**src/rtl/rst_pulse_gen_pkg.sv**
```systemverilog
// Shared reset-driver types, cause codes and default timing.
// CONFIG_FOR_SIM selects short timings for fast simulation builds.
package rst_pkg;

    typedef enum logic [1:0] {
        POR     = 2'd0,
        IDLE    = 2'd1,
        ASSERT  = 2'd2,
        HOLDOFF = 2'd3
    } state_t;

    localparam logic [1:0] CAUSE_POR = 2'b00;
    localparam logic [1:0] CAUSE_BTN = 2'b01;
    localparam logic [1:0] CAUSE_WDT = 2'b10;

    localparam int unsigned DEF_CNT_W = 16;

`ifdef CONFIG_FOR_SIM
    localparam int unsigned DEF_POR_CYC      = 4;
    localparam int unsigned DEF_ASSERT_CYC   = 5;
    localparam int unsigned DEF_HOLDOFF_CYC  = 8;
    localparam int unsigned DEF_WDT_CYC      = 10;
    localparam int unsigned DEF_DEBOUNCE_CYC = 3;
`else
    // 32.768 kHz: 3277 ~ 100 ms, 16384 ~ 500 ms, 655 ~ 20 ms
    localparam int unsigned DEF_POR_CYC      = 3277;
    localparam int unsigned DEF_ASSERT_CYC   = 3277;
    localparam int unsigned DEF_HOLDOFF_CYC  = 16384;
    localparam int unsigned DEF_WDT_CYC      = 32768;
    localparam int unsigned DEF_DEBOUNCE_CYC = 655;
`endif

    function automatic logic [7:0] sat_inc8(input logic [7:0] v);
        return (v == 8'hFF) ? v : v + 8'd1;
    endfunction

endpackage

```
**src/rtl/rst_pulse_gen_if.sv**
```systemverilog
// Button request in, platform reset and status out.
// Watchdog controls exist only when RST_PULSE_WDT_EN is defined.
interface rst_pulse_gen_if;

    logic       i_req;
    logic       o_rst_out_n;
    logic       o_busy;
    logic [1:0] o_cause;
    logic [7:0] o_rst_cnt;
`ifdef RST_PULSE_WDT_EN
    logic       i_wdt_en;
    logic       i_wdt_kick;

    modport master (
        output i_req, i_wdt_en, i_wdt_kick,
        input  o_rst_out_n, o_busy, o_cause, o_rst_cnt
    );
    modport slave (
        input  i_req, i_wdt_en, i_wdt_kick,
        output o_rst_out_n, o_busy, o_cause, o_rst_cnt
    );
`else
    modport master (
        output i_req,
        input  o_rst_out_n, o_busy, o_cause, o_rst_cnt
    );
    modport slave (
        input  i_req,
        output o_rst_out_n, o_busy, o_cause, o_rst_cnt
    );
`endif

endinterface

```
**src/rtl/rst_pulse_gen_edge.sv**
```systemverilog
// Registered rising-edge detector with selectable reset level.
// Resetting to 1 suppresses a rise for a level held through reset.
module rst_edge_det #(
    parameter logic RST_VAL = 1'b1
) (
    input  logic i_clk,
    input  logic i_rst_n,
    input  logic i_d,
    output logic o_rise
);

    logic r_d;

    always_ff @(posedge i_clk or negedge i_rst_n) begin
        if (!i_rst_n) r_d <= RST_VAL;
        else          r_d <= i_d;
    end

    assign o_rise = i_d & ~r_d;

endmodule

```
**src/rtl/rst_pulse_gen.sv**
```systemverilog
// Board-reset driver: POR pulse, button pulse with holdoff, cause/count.
// RST_PULSE_WDT_EN adds an IDLE-only watchdog that can trigger a pulse.
module rst_pulse_gen
    import rst_pkg::*;
#(
    parameter int unsigned CNT_W      = DEF_CNT_W,
    parameter int unsigned POR_CYC    = DEF_POR_CYC,
    parameter int unsigned ASSERT_CYC = DEF_ASSERT_CYC,
`ifdef RST_PULSE_WDT_EN
    parameter int unsigned HOLDOFF_CYC = DEF_HOLDOFF_CYC,
    parameter int unsigned WDT_CYC     = DEF_WDT_CYC
`else
    parameter int unsigned HOLDOFF_CYC = DEF_HOLDOFF_CYC
`endif
) (
    input  logic           i_clk_32k,
    input  logic           i_rst_n,
    rst_pulse_gen_if.slave bus
);

    localparam logic [CNT_W-1:0] POR_END = CNT_W'(POR_CYC - 1);
    localparam logic [CNT_W-1:0] AST_END = CNT_W'(ASSERT_CYC - 1);
    localparam logic [CNT_W-1:0] HLD_END = CNT_W'(HOLDOFF_CYC - 1);

    state_t           r_state;
    logic [CNT_W-1:0] r_cnt;
    logic             r_rst_out_n;
    logic             r_busy;
    logic [1:0]       r_cause;
    logic [7:0]       r_rst_cnt;
    logic             w_rise;
    logic             w_wdt_to;

    rst_edge_det #(
        .RST_VAL (1'b1)
    ) u_req_edge (
        .i_clk   (i_clk_32k),
        .i_rst_n (i_rst_n),
        .i_d     (bus.i_req),
        .o_rise  (w_rise)
    );

`ifdef RST_PULSE_WDT_EN
    localparam logic [CNT_W:0] WDT_END = (CNT_W+1)'(WDT_CYC - 1);

    logic [CNT_W:0] r_wdt;
    logic           w_wdt_run;

    // A kick in the timeout cycle masks the timeout
    assign w_wdt_run = (r_state == IDLE) & bus.i_wdt_en
                     & ~bus.i_wdt_kick;
    assign w_wdt_to  = w_wdt_run & (r_wdt == WDT_END);

    always_ff @(posedge i_clk_32k or negedge i_rst_n) begin
        if (!i_rst_n)
            r_wdt <= '0;
        else if (!w_wdt_run || w_wdt_to || w_rise)
            r_wdt <= '0;
        else
            r_wdt <= r_wdt + (CNT_W+1)'(1);
    end
`else
    assign w_wdt_to = 1'b0;
`endif

    always_ff @(posedge i_clk_32k or negedge i_rst_n) begin
        if (!i_rst_n) begin
            r_state     <= POR;
            r_cnt       <= '0;
            r_rst_out_n <= 1'b0;
            r_busy      <= 1'b1;
            r_cause     <= CAUSE_POR;
            r_rst_cnt   <= 8'd0;
        end else begin
            unique case (r_state)
                POR: begin
                    if (r_cnt == POR_END) begin
                        r_state     <= IDLE;
                        r_cnt       <= '0;
                        r_rst_out_n <= 1'b1;
                        r_busy      <= 1'b0;
                    end else begin
                        r_cnt <= r_cnt + CNT_W'(1);
                    end
                end
                IDLE: begin
                    // Button rise has priority over watchdog
                    if (w_rise || w_wdt_to) begin
                        r_state     <= ASSERT;
                        r_cnt       <= '0;
                        r_rst_out_n <= 1'b0;
                        r_busy      <= 1'b1;
                        r_cause     <= w_rise ? CAUSE_BTN : CAUSE_WDT;
                        r_rst_cnt   <= sat_inc8(r_rst_cnt);
                    end
                end
                ASSERT: begin
                    if (r_cnt == AST_END) begin
                        r_state     <= HOLDOFF;
                        r_cnt       <= '0;
                        r_rst_out_n <= 1'b1;
                    end else begin
                        r_cnt <= r_cnt + CNT_W'(1);
                    end
                end
                HOLDOFF: begin
                    if (r_cnt == HLD_END) begin
                        r_state <= IDLE;
                        r_cnt   <= '0;
                        r_busy  <= 1'b0;
                    end else begin
                        r_cnt <= r_cnt + CNT_W'(1);
                    end
                end
            endcase
        end
    end

    assign bus.o_rst_out_n = r_rst_out_n;
    assign bus.o_busy      = r_busy;
    assign bus.o_cause     = r_cause;
    assign bus.o_rst_cnt   = r_rst_cnt;

endmodule

```
**src/flat_wrapper.sv**
```systemverilog
// flat-port wrapper written by rule: the top's interface ports become plain ports
module rst_pulse_gen_flat import rst_pkg::*;
#(
    parameter int unsigned CNT_W      = DEF_CNT_W,
    parameter int unsigned POR_CYC    = DEF_POR_CYC,
    parameter int unsigned ASSERT_CYC = DEF_ASSERT_CYC,

    parameter int unsigned HOLDOFF_CYC = DEF_HOLDOFF_CYC

)
  (i_clk_32k, i_rst_n, bus_i_req, bus_o_rst_out_n, bus_o_busy, bus_o_cause, bus_o_rst_cnt);
  rst_pulse_gen_if bus_i ();
  input  logic i_clk_32k;
  input  logic i_rst_n;
  input wire logic [$bits(bus_i.i_req)-1:0] bus_i_req;
  output wire logic [$bits(bus_i.o_rst_out_n)-1:0] bus_o_rst_out_n;
  output wire logic [$bits(bus_i.o_busy)-1:0] bus_o_busy;
  output wire logic [$bits(bus_i.o_cause)-1:0] bus_o_cause;
  output wire logic [$bits(bus_i.o_rst_cnt)-1:0] bus_o_rst_cnt;
  assign bus_i.i_req = bus_i_req;
  assign bus_o_rst_out_n = bus_i.o_rst_out_n;
  assign bus_o_busy = bus_i.o_busy;
  assign bus_o_cause = bus_i.o_cause;
  assign bus_o_rst_cnt = bus_i.o_rst_cnt;
  rst_pulse_gen #(.CNT_W(CNT_W), .POR_CYC(POR_CYC), .ASSERT_CYC(ASSERT_CYC), .HOLDOFF_CYC(HOLDOFF_CYC)) u_core (.i_clk_32k(i_clk_32k), .i_rst_n(i_rst_n), .bus(bus_i));
endmodule
```
**config.mk**
```make
export PLATFORM = sky130hd
export DESIGN_NAME = rst_pulse_gen_flat
export DESIGN_NICKNAME = d
export VERILOG_FILES = /design/src/rtl/rst_pulse_gen_pkg.sv /design/src/rtl/rst_pulse_gen_if.sv /design/src/rtl/rst_pulse_gen_edge.sv /design/src/rtl/rst_pulse_gen.sv /design/src/flat_wrapper.sv
export SDC_FILE = /design/constraint.sdc
export NUM_CORES = 1
export LEC_CHECK = 0
export ABC_AREA = 1
export CAP_MARGIN = 25
export CORE_MARGIN = 2
export CORE_UTILIZATION = 55
export DETAILED_ROUTE_END_ITERATION = 8
export GPL_ROUTABILITY_DRIVEN = 0
export PLACE_DENSITY = 0.78
export SLEW_MARGIN = 20
export SYNTH_ARGS = -nofsm -noshare
export SYNTH_HDL_FRONTEND = slang
export SYNTH_HIERARCHICAL = 1
export SYNTH_SLANG_ARGS = --single-unit
```
**constraint.sdc**
```tcl
create_clock -name i_clk_32k -period 2.7 [get_ports i_clk_32k]
set_clock_uncertainty 0.05 [all_clocks]
set_input_delay 0.405 -clock i_clk_32k [delete_from_list [all_inputs] [get_ports i_clk_32k]]
set_output_delay 0.405 -clock i_clk_32k [all_outputs]
set_load 0.01 [all_outputs]
```
======== After elaboration in Yosys (flattened, before gate mapping) ========
Cells that the tools add are included.
operators by class
  $add $sub $neg .......................... 2
  equal/unequal tests ..................... 11
  mux-type cells .......................... 16
  bitwise gates (word level) .............. 3
  reductions and logical operators ........ 9
operator list
  operator                 number
  $mux W16                 3
  $pmux W16 S3             1
  $add A16 B1 Y16 const B  1
  $eq A16 B12 Y1 const B   1
  $eq A16 B14 Y1 const B   1
  $add A8 B1 Y8 const B    1
  $eq A8 B8 Y1 const B     1
  $mux W2                  4
  $ne A2 B1 Y1 const B     4
  $pmux W2 S4              1
  $reduce_and A4 Y1        2
  $reduce_and A3 Y1        2
  $mux W1                  5
  $eq A2 B2 Y1 const B     2
  $pmux W1 S3              1
  $reduce_bool A3 Y1       1
  $eq A2 B1 Y1 const B     1
  $logic_not A2 Y1         1
  $ne A2 B2 Y1 const B     1
  $not A1 Y1               2
  $pmux W1 S2              1
  $reduce_and A2 Y1        1
  $reduce_bool A2 Y1       1
  $reduce_or A2 Y1         1
  $and A1 B1 Y1            1
storage, ports and cells
  flip-flop bits (word level) ............. 30
  input port bits ......................... 3
  output and inout port bits .............. 12
  word-level logic and storage cells ...... 48

======== Depth between registers and ports, before layout ========
Gate-level depths: netlist of the first run.
  depth after elaboration ................. 4
  depth in mapped cells ................... 10
  depth with buffers taken out ............ 10

======== Hierarchy ========
Netlist of the first run, hierarchy kept.
modules (own cells, without submodules)
  module         times used  cells an instance  area each (µm²)  sequential area each (µm²)
  rst_pulse_gen  1           260                1853.0           726.9
  rst_edge_det   1           3                  36.3             26.3

======== Worst setup path before layout of the first run ========
Ideal clock, no wire load.
  path type ............................... reg2reg
  start point ............................. reg u_core.r_state[1]
  end point ............................... reg u_core.r_state[1]
  library setup time ...................... 123 ps
  arrival time ............................ 1366 ps
  required time ........................... 2527 ps
  setup slack ............................. 1161 ps
  cell stages (with the launch flop) ...... 10
  buffers on the path ..................... 0
  period minus slack after synthesis ...... 1539 ps
  cell sequence ........................... dfrtp_1 inv_1 ha_1 clkinv_1 nor2_2 inv_1 nand2_1 nor2_1 nand2_1 nand2_1
between the ends
  longest elaborated chain between the ends .. 3
  elaborated cells on any way between the ends .. 10
  those cells by class .................... 7 x eq/ne; 1 x mux; 2 x reduce/logical
ends and longest elaborated chain
  item                                                    line                 RTL
  from (decl)                                             rst_pulse_gen.sv:25  state_t r_state;
  from (signal assigned)                                  rst_pulse_gen.sv:68  r_state <= POR;
  from (signal assigned)                                  rst_pulse_gen.sv:78  r_state <= IDLE;
  from (signal assigned)                                  rst_pulse_gen.sv:89  r_state <= ASSERT;
  $eq A2 B2 Y1 (tied with other cells)                    rst_pulse_gen.sv:75  unique case (r_state)
  $ne A2 B1 Y1 (no line) or $ne A2 B2 Y1 (tied branches)  n/a
  $reduce_and A4 Y1 (no line)                             n/a
Several ways; a longest one is shown, not always the timed one.
A chain may end at the register's enable or synchronous reset.

======== Final worst setup path of the first run ========
  start point ............................. reg u_core.r_state[1]
  end point ............................... reg u_core.r_rst_cnt[5] (netlist: u_core/bus.o_rst_cnt[5])
between the ends
  longest elaborated chain between the ends .. 2
ends and longest elaborated chain
  item                         line                 RTL
  $eq A2 B1 Y1                 rst_pulse_gen.sv:75
  $reduce_and A3 Y1 (no line)  n/a
  to (signal assigned)         rst_pulse_gen.sv:94  r_rst_cnt <= sat_inc8(r_rst_cnt);
  to (decl)                    rst_pulse_gen.sv:30  logic [7:0] r_rst_cnt;
Every way passes these cells.

==> results of run 1 <==
[logic make-up after synthesis]
group / synth area share
AOI/OAI and AO/OA: 0.05828
adders and majority gates: 0.05298
other: 0.001985
buffers and inverters: 0.08079
xor gates and xnor gates: 0.04636
DFF: 0.3987
and+or+nand+nor: 0.3609
[layer usage]
layer  vias to the layer above  GRT usage
met1                       742     0.2685
met5                         -          0
met2                        25     0.3212
li1                        856          -
met3                         4    0.05946
met4                         0    0.06667
[cell usage in the layout (no fill, tap or decap), drive strengths merged]
cell type / netlist / routed
a21oi: 6 / 6
a31o: 1 / 1
a31oi: 1 / 1
buf: 4 / 3
clkbuf: 1 / 7
clkdlybuf4s50: 0 / 13
clkinv: 1 / 2
conb: 1 / 1
dfrtp: 28 / 28
dfstp: 2 / 2
ha: 8 / 8
inv: 31 / 31
nand2: 92 / 92
nand3: 24 / 24
nand3b: 1 / 1
nand4: 4 / 4
nor2: 35 / 35
nor3: 1 / 1
o21ai: 10 / 10
o21bai: 2 / 2
xnor2: 4 / 4
xor2: 6 / 6
[cell type report]
| class | count | share of cell area |
|---|---|---|
| multi-input combinational | 196 | 0.4624 |
| clock inverter | 1 | 0.002353 |
| tap | 46 | 0.02706 |
| sequential | 30 | 0.3541 |
| clock buffer | 7 | 0.02588 |
| inverter | 32 | 0.05647 |
| timing repair buffer | 16 | 0.07176 |
[power groups by stage]
stage / Sequential, mW / Combinational (mW) / Clock [mW]
4_1_cts: 0.451 / 0.0150 / 0.293
3_5_place_dp: 0.459 / 0.0152 / 0
3_3_place_gp: 0.459 / 0.0148 / 0
6_report: 0.451 / 0.0140 / 0.284
2_1_floorplan: 0.460 / 0.00285 / 0
5_1_grt: 0.451 / 0.0171 / 0.316
[state kept, by name, summed over array words and instances, names as in the netlist]
signal                  flops
u_core/bus.o_cause          1
u_core/bus.o_rst_out_n      1
u_core/bus.o_busy           1
u_core/r_state              2
u_core/r_cnt               16
u_core/u_req_edge/r_d       1
u_core/bus.o_rst_cnt        8
[metrics by stage]
step                        util  instances  power [mW]  setup slack [ns]
after floorplan                -        263      0.4624             1.161
after global placement    0.6243        320      0.4742            0.6649
after detailed placement  0.6243        320      0.4746            0.5971
after CTS                 0.6425        328      0.7587            0.7945
after global routing      0.6425        328      0.7845            0.5844
final                     0.6425        328      0.7484            0.7894
[path summary, 6_finish.rpt]
path | from | endpoint | slack, ns | depth (start not counted)
hold / removal | i_rst_n | u_core/bus.o_rst_cnt[4] | 0.40 | 2
max in group asynchronous | i_rst_n | u_core/bus.o_busy | 1.89 | 2
setup / recovery | u_core/r_state[1] | u_core/bus.o_rst_cnt[5] | 0.79 | 9
hold reg to reg | u_core/bus.o_busy | u_core/bus.o_busy | 0.42 | 2
setup reg to reg | u_core/r_state[1] | u_core/bus.o_rst_cnt[5] | 0.79 | 9
min in group i_clk_32k | u_core/bus.o_busy | u_core/bus.o_busy | 0.42 | 2
==> qor.yml, run 1 <==
pwr:
  ir_drop_uv: 300.4
  p_int_uw: 580.3
  p_sw_frac: 0.2246
  p_clk_frac: 0.379
  power_frac_comb: 0.019
  power_density_nw_per_um2: 351.9
  power.leakage_nw: 1.059
  sequentialPowerShare: 0.602
  p_switching_uw: 168.1
critical_path:
  end_kind: "flop"
  cp_max_fo: 13
  arrival_ns: 2.10
  crit_path_cell_trace: "inv_1 -> ha_1 -> buf_4 -> nand2_1 -> o21bai_1 -> nor2_1 -> nand2_1 -> nand2_1 -> nand2_1"
  path_delay_family: "simple AND/OR/NAND/NOR gates"
  critPathKind: "flop to flop"
  slowest_delay_ns: 0.42
  cp_slowest_cell: "dfrtp_1"
  start_kind: "flop"
  crit_top_cell: "nand2_1"
  worst-path-buf-inv: 2
  critPathRequiredTime_ns: 2.89
clock_tree:
  cts_tree: "built"
  cts_hold_buf: 0
  cts_resized: 0
  cts_setup_buffers: 0
  cts.path.max_buffers: 2
  clk_pin_slew_ns: 0.10
  cts_sinks: 30
  htreeDepth: 2
  numCtsBuffers: 5
  clk_latency_ns: 0.34
  root_buffer: "clkbuf_4"
grt:
  gr-total-overflow: 0
  first_global_vias: 1439
  grt_max_degree: 31
  grt_pass1_wl_mm: 6.272
  grt_usage: 0.2032
  grt_antenna_before_repair: 0
drt:
  dr_wl_met3_um: 153
  wl_met2_mm: 1.682
  routedWlPerCell_um: 10.92
  wl_met1_mm: 1.715
  wirelength_mm: 3.581
  drtIter0Drc: 88
  vias_per_cell: 4.960
  top_layer_used: "met4"
  ant_nets: 0
  firstDrtPassIters: 4
  route.detailed.drc: 0
  vias: 1627
yosys:
  synth_commonest_cells: "nand2_1, nor2_1, dfrtp_1"
  avgSynthCellArea_um2: 7.184
  async_flop_share: 1.000
  synth_top_cells_by_area: "dfrtp_1, nand2_1, nor2_1"
  synth-main-ff-cell: "dfrtp_1"
  synth-edff-count: 0
  synth_largest_area_cell: "dfrtp_1"
  yosysWarnings: 6
  synth_area_um2: 1889
  yosys_register_bits: 30
  synthesis.nets: 274
  yosysMostFrequentCell: "nand2_1"
  yosys.cell_types.count: 29
  netlist_instances: 263
  ys_seq_area_frac: 0.3987
  synth_top_area_frac: 0.3709
cells_and_area:
  n_antenna_cell: 0
  syn_to_final_growth_pct: 12.58
  fin_nets: 292
  fillers: 313
  drive_gt1_frac: 0.1028
  finalInstanceArea_um2: 2127
  multiInputGateArea_um2: 983.4
  area.sequential_um2: 753.2
place:
  port-buffer-count: 13
  dpl_cell_area_um2: 2067
  dpl.hpwl_mm: 2.501
die:
  core_area_um2: 3311
  start_util: 0.5707
  die_h_um: 62.61
  io_pins: 15
  die_w_um: 62.61
  fp-row-count: 21
  die-area_um2: 3920
sta:
  setup_viol: 0
  finalCritPeriodShare: 0.7076
  setup_tns_ns: 0
  hold-worst-slack_ns: 0.3959
  maxSlewViolCount: 0
  min_period_ns: 1.911
  max_freq_ghz: 0.5234
  hold_violations: 0
  rsz0062_at_grt: "no"
  worst_pin_slew_ns: 0.6958
  maxSlewHeadroom: 0.5352
run:
  max-cap-violations: 0
worst_hold_path:
  min_path_type: "input port to async pin"
outcome:
  outcome: "finished clean"
(Power assumes the default switching activity.)
==> inputs of run 2 (changes only) <==
Settings changed: CORE_UTILIZATION 55 to 52, PLACE_DENSITY 0.78 to 0.77.
Clock period 2.7 ns to 1.65 ns, I/O delays scaled along.
==> qor.yml, run 2 (synthesis results as in run 1) <==
clock_tree:
  cts_tree: "built"
  numCtsBuffers: 5  # unchanged
  clk_pin_slew_ns: 0.10  # about the same
  root_buffer: "clkbuf_4"
  clk_latency_ns: 0.34  # about the same
  cts.path.max_buffers: 2  # unchanged
  htreeDepth: 2  # unchanged
  cts_sinks: 30  # unchanged
critical_path:
  reg2reg_slack_ns: 0.07  # -0.72 ns
  rr_worst_depth: 9  # unchanged
  start_kind: "flop"
  slowest_delay_ns: 0.55  # +0.13 ns
  end_kind: "output pin"
  rr_startpoint: "u_core/r_cnt[1]"
  arrival_ns: 1.28  # -0.82 ns
  cp_slowest_cell: "clkdlybuf4s50_1"
  critPathRequiredTime_ns: 1.35  # -1.54 ns
  cp_max_fo: 4  # -9
  worst-path-buf-inv: 1  # -1
  critPathKind: "flop to output pin"
  path_delay_family: "buffers and inverters"
  crit_path_cell_trace: "clkdlybuf4s50_1"
  timing.rr.end: "u_core/r_cnt[10]"
place:
  port-buffer-count: 13  # unchanged
  dpl.hpwl_mm: 2.627  # +5.0%
  dpl_cell_area_um2: 2135  # +3.3%
die:
  start_util: 0.5531  # -0.01756
  die_w_um: 64.28  # +2.7%
  fp-row-count: 21  # unchanged
  io_pins: 15  # unchanged
  die-area_um2: 4131  # +5.4%
  die_h_um: 64.28  # +2.7%
  core_area_um2: 3416  # +3.2%
drt:
  firstDrtPassIters: 4  # unchanged
  drtIter0Drc: 189  # +110%
  wirelength_mm: 4.103  # +15%
  vias: 1732  # +6.5%
  ant_nets: 0  # unchanged
  route.detailed.drc: 0  # unchanged
  vias_per_cell: 5.020  # +1.2%
  routedWlPerCell_um: 11.89  # +8.9%
sta:
  hold-worst-slack_ns: 0.2418  # -0.1541 ns
  rsz0062_at_grt: "yes"
  setup_viol: 0  # unchanged
  max_freq_ghz: 0.6324
  hold_violations: 0  # unchanged
  setup_tns_ns: 0  # unchanged
  maxSlewViolCount: 0  # unchanged
  finalCritPeriodShare: 0.9583
  min_period_ns: 1.581
cells_and_area:
  postLayoutCoreUtil: 0.6916  # +0.04910
  fin_nets: 309  # +5.8%
  finalInstanceArea_um2: 2362  # +11%
  largest_reg_flops: 16  # unchanged
  top_register: "u_core/r_cnt"
  mostFrequentLayoutCell: "nand2_1"
  syn_to_final_growth_pct: 25.03
  drive_gt1_frac: 0.1906  # +0.08780
  n_antenna_cell: 0  # unchanged
  final_cell_mix: "nand2_1, nor2_1, inv_1, dfrtp_1, nand3_1"
  fillers: 288  # -8.0%
grt:
  grt_pass1_wl_mm: 6.996  # +12%
  grt_usage: 0.2201  # +0.01697
  first_global_vias: 1599  # +11%
  grt_antenna_before_repair: 0  # unchanged
  gr-total-overflow: 0  # unchanged
  grt_max_degree: 31  # unchanged
pwr:
  power_mw: 1.551  # +110%
  power.leakage_nw: 1.187  # +12%
  power_density_nw_per_um2: 656.4  # +87%
  ir_drop_uv: 527.0  # +75%
outcome:
  outcome: "finished clean"
worst_hold_path:
  min_path_type: "input port to async pin"
run:
  max-cap-violations: 0  # unchanged
-- run 2: cell count changes in the layout (fill, tap and decap cells not counted), moves of 2 or more --
cell,previous run,this run
clkdlybuf4s50_1,13,11
ha_2,0,2
bufinv_16,0,2
o21ai_1,0,3
buf_4,3,19
nand2_1,87,83
ha_1,8,6
o21ai_0,10,7
nor2_1,30,28
nand2_4,0,3
-- run 2: repair_timing --
| action | 4_1_cts | 5_1_grt |
|---|---|---|
| cloned | 0 | 1 |
| endpoints found under the setup margin | 5 | 27 |
| hold endpoints to repair | 0 | 0 |
| gates resized for setup | 1 | 19 |
| buffers inserted | 4 | 3 |
| hold buffers | 0 | 0 |
| pin swaps | 0 | 3 |
-- run 2: metrics by stage --
stage | cells | worst slack (ns)
global placement | 329 | 0.02822
floorplan | 263 | 0.1111
global route | 345 | -0.02217
finish | 345 | 0.06880
detailed placement | 329 | -0.01872
CTS | 341 | 0.002049
-- run 2: cell type report --
cell class                      count  area [um2]  area share
Multi-Input combinational cell    197        1045      0.4423
Sequential cell                    30       754.5      0.3194
Timing Repair Buffer               32       274.0      0.1160
Inverter                           32       120.1     0.05085
Clock inverter                      2       60.06     0.02542
Tap cell                           46       57.56     0.02436
Clock buffer                        6       51.30     0.02172
-- run 2: worst max-delay path by stage --
stage / startpoint / end / slack (ns) / cells past startpoint
CTS: u_core/bus.o_rst_cnt[5] / bus_o_rst_cnt[5] / 0.002 / 1
floorplan: u_core/r_state[1] / u_core/r_state[1] / 0.11 / 9
global placement: bus_i_req / u_core/bus.o_rst_cnt[5] / 0.03 / 9
global route: u_core/r_state[1] / u_core/bus.o_rst_cnt[4] / -0.02 / 7
detailed placement: bus_i_req / u_core/bus.o_rst_cnt[5] / -0.02 / 9
finish: u_core/bus.o_rst_cnt[1] / bus_o_rst_cnt[1] / 0.07 / 1
-- run 2: power breakdown --
part	switching, mW	internal [mW]	total [mW]
Combinational	0.0175	0.00787	0.0254
Clock	0.274	0.513	0.788
Sequential	0.000510	0.737	0.738
-- run 2: metal layers --
layer	global-route usage	up-vias	share of wire
met2	0.3398	42	0.47
li1	-	892	-
met3	0.06866	5	0.051
met4	0.07181	0	0.014
met1	0.2943	793	0.46
met5	0	-	0
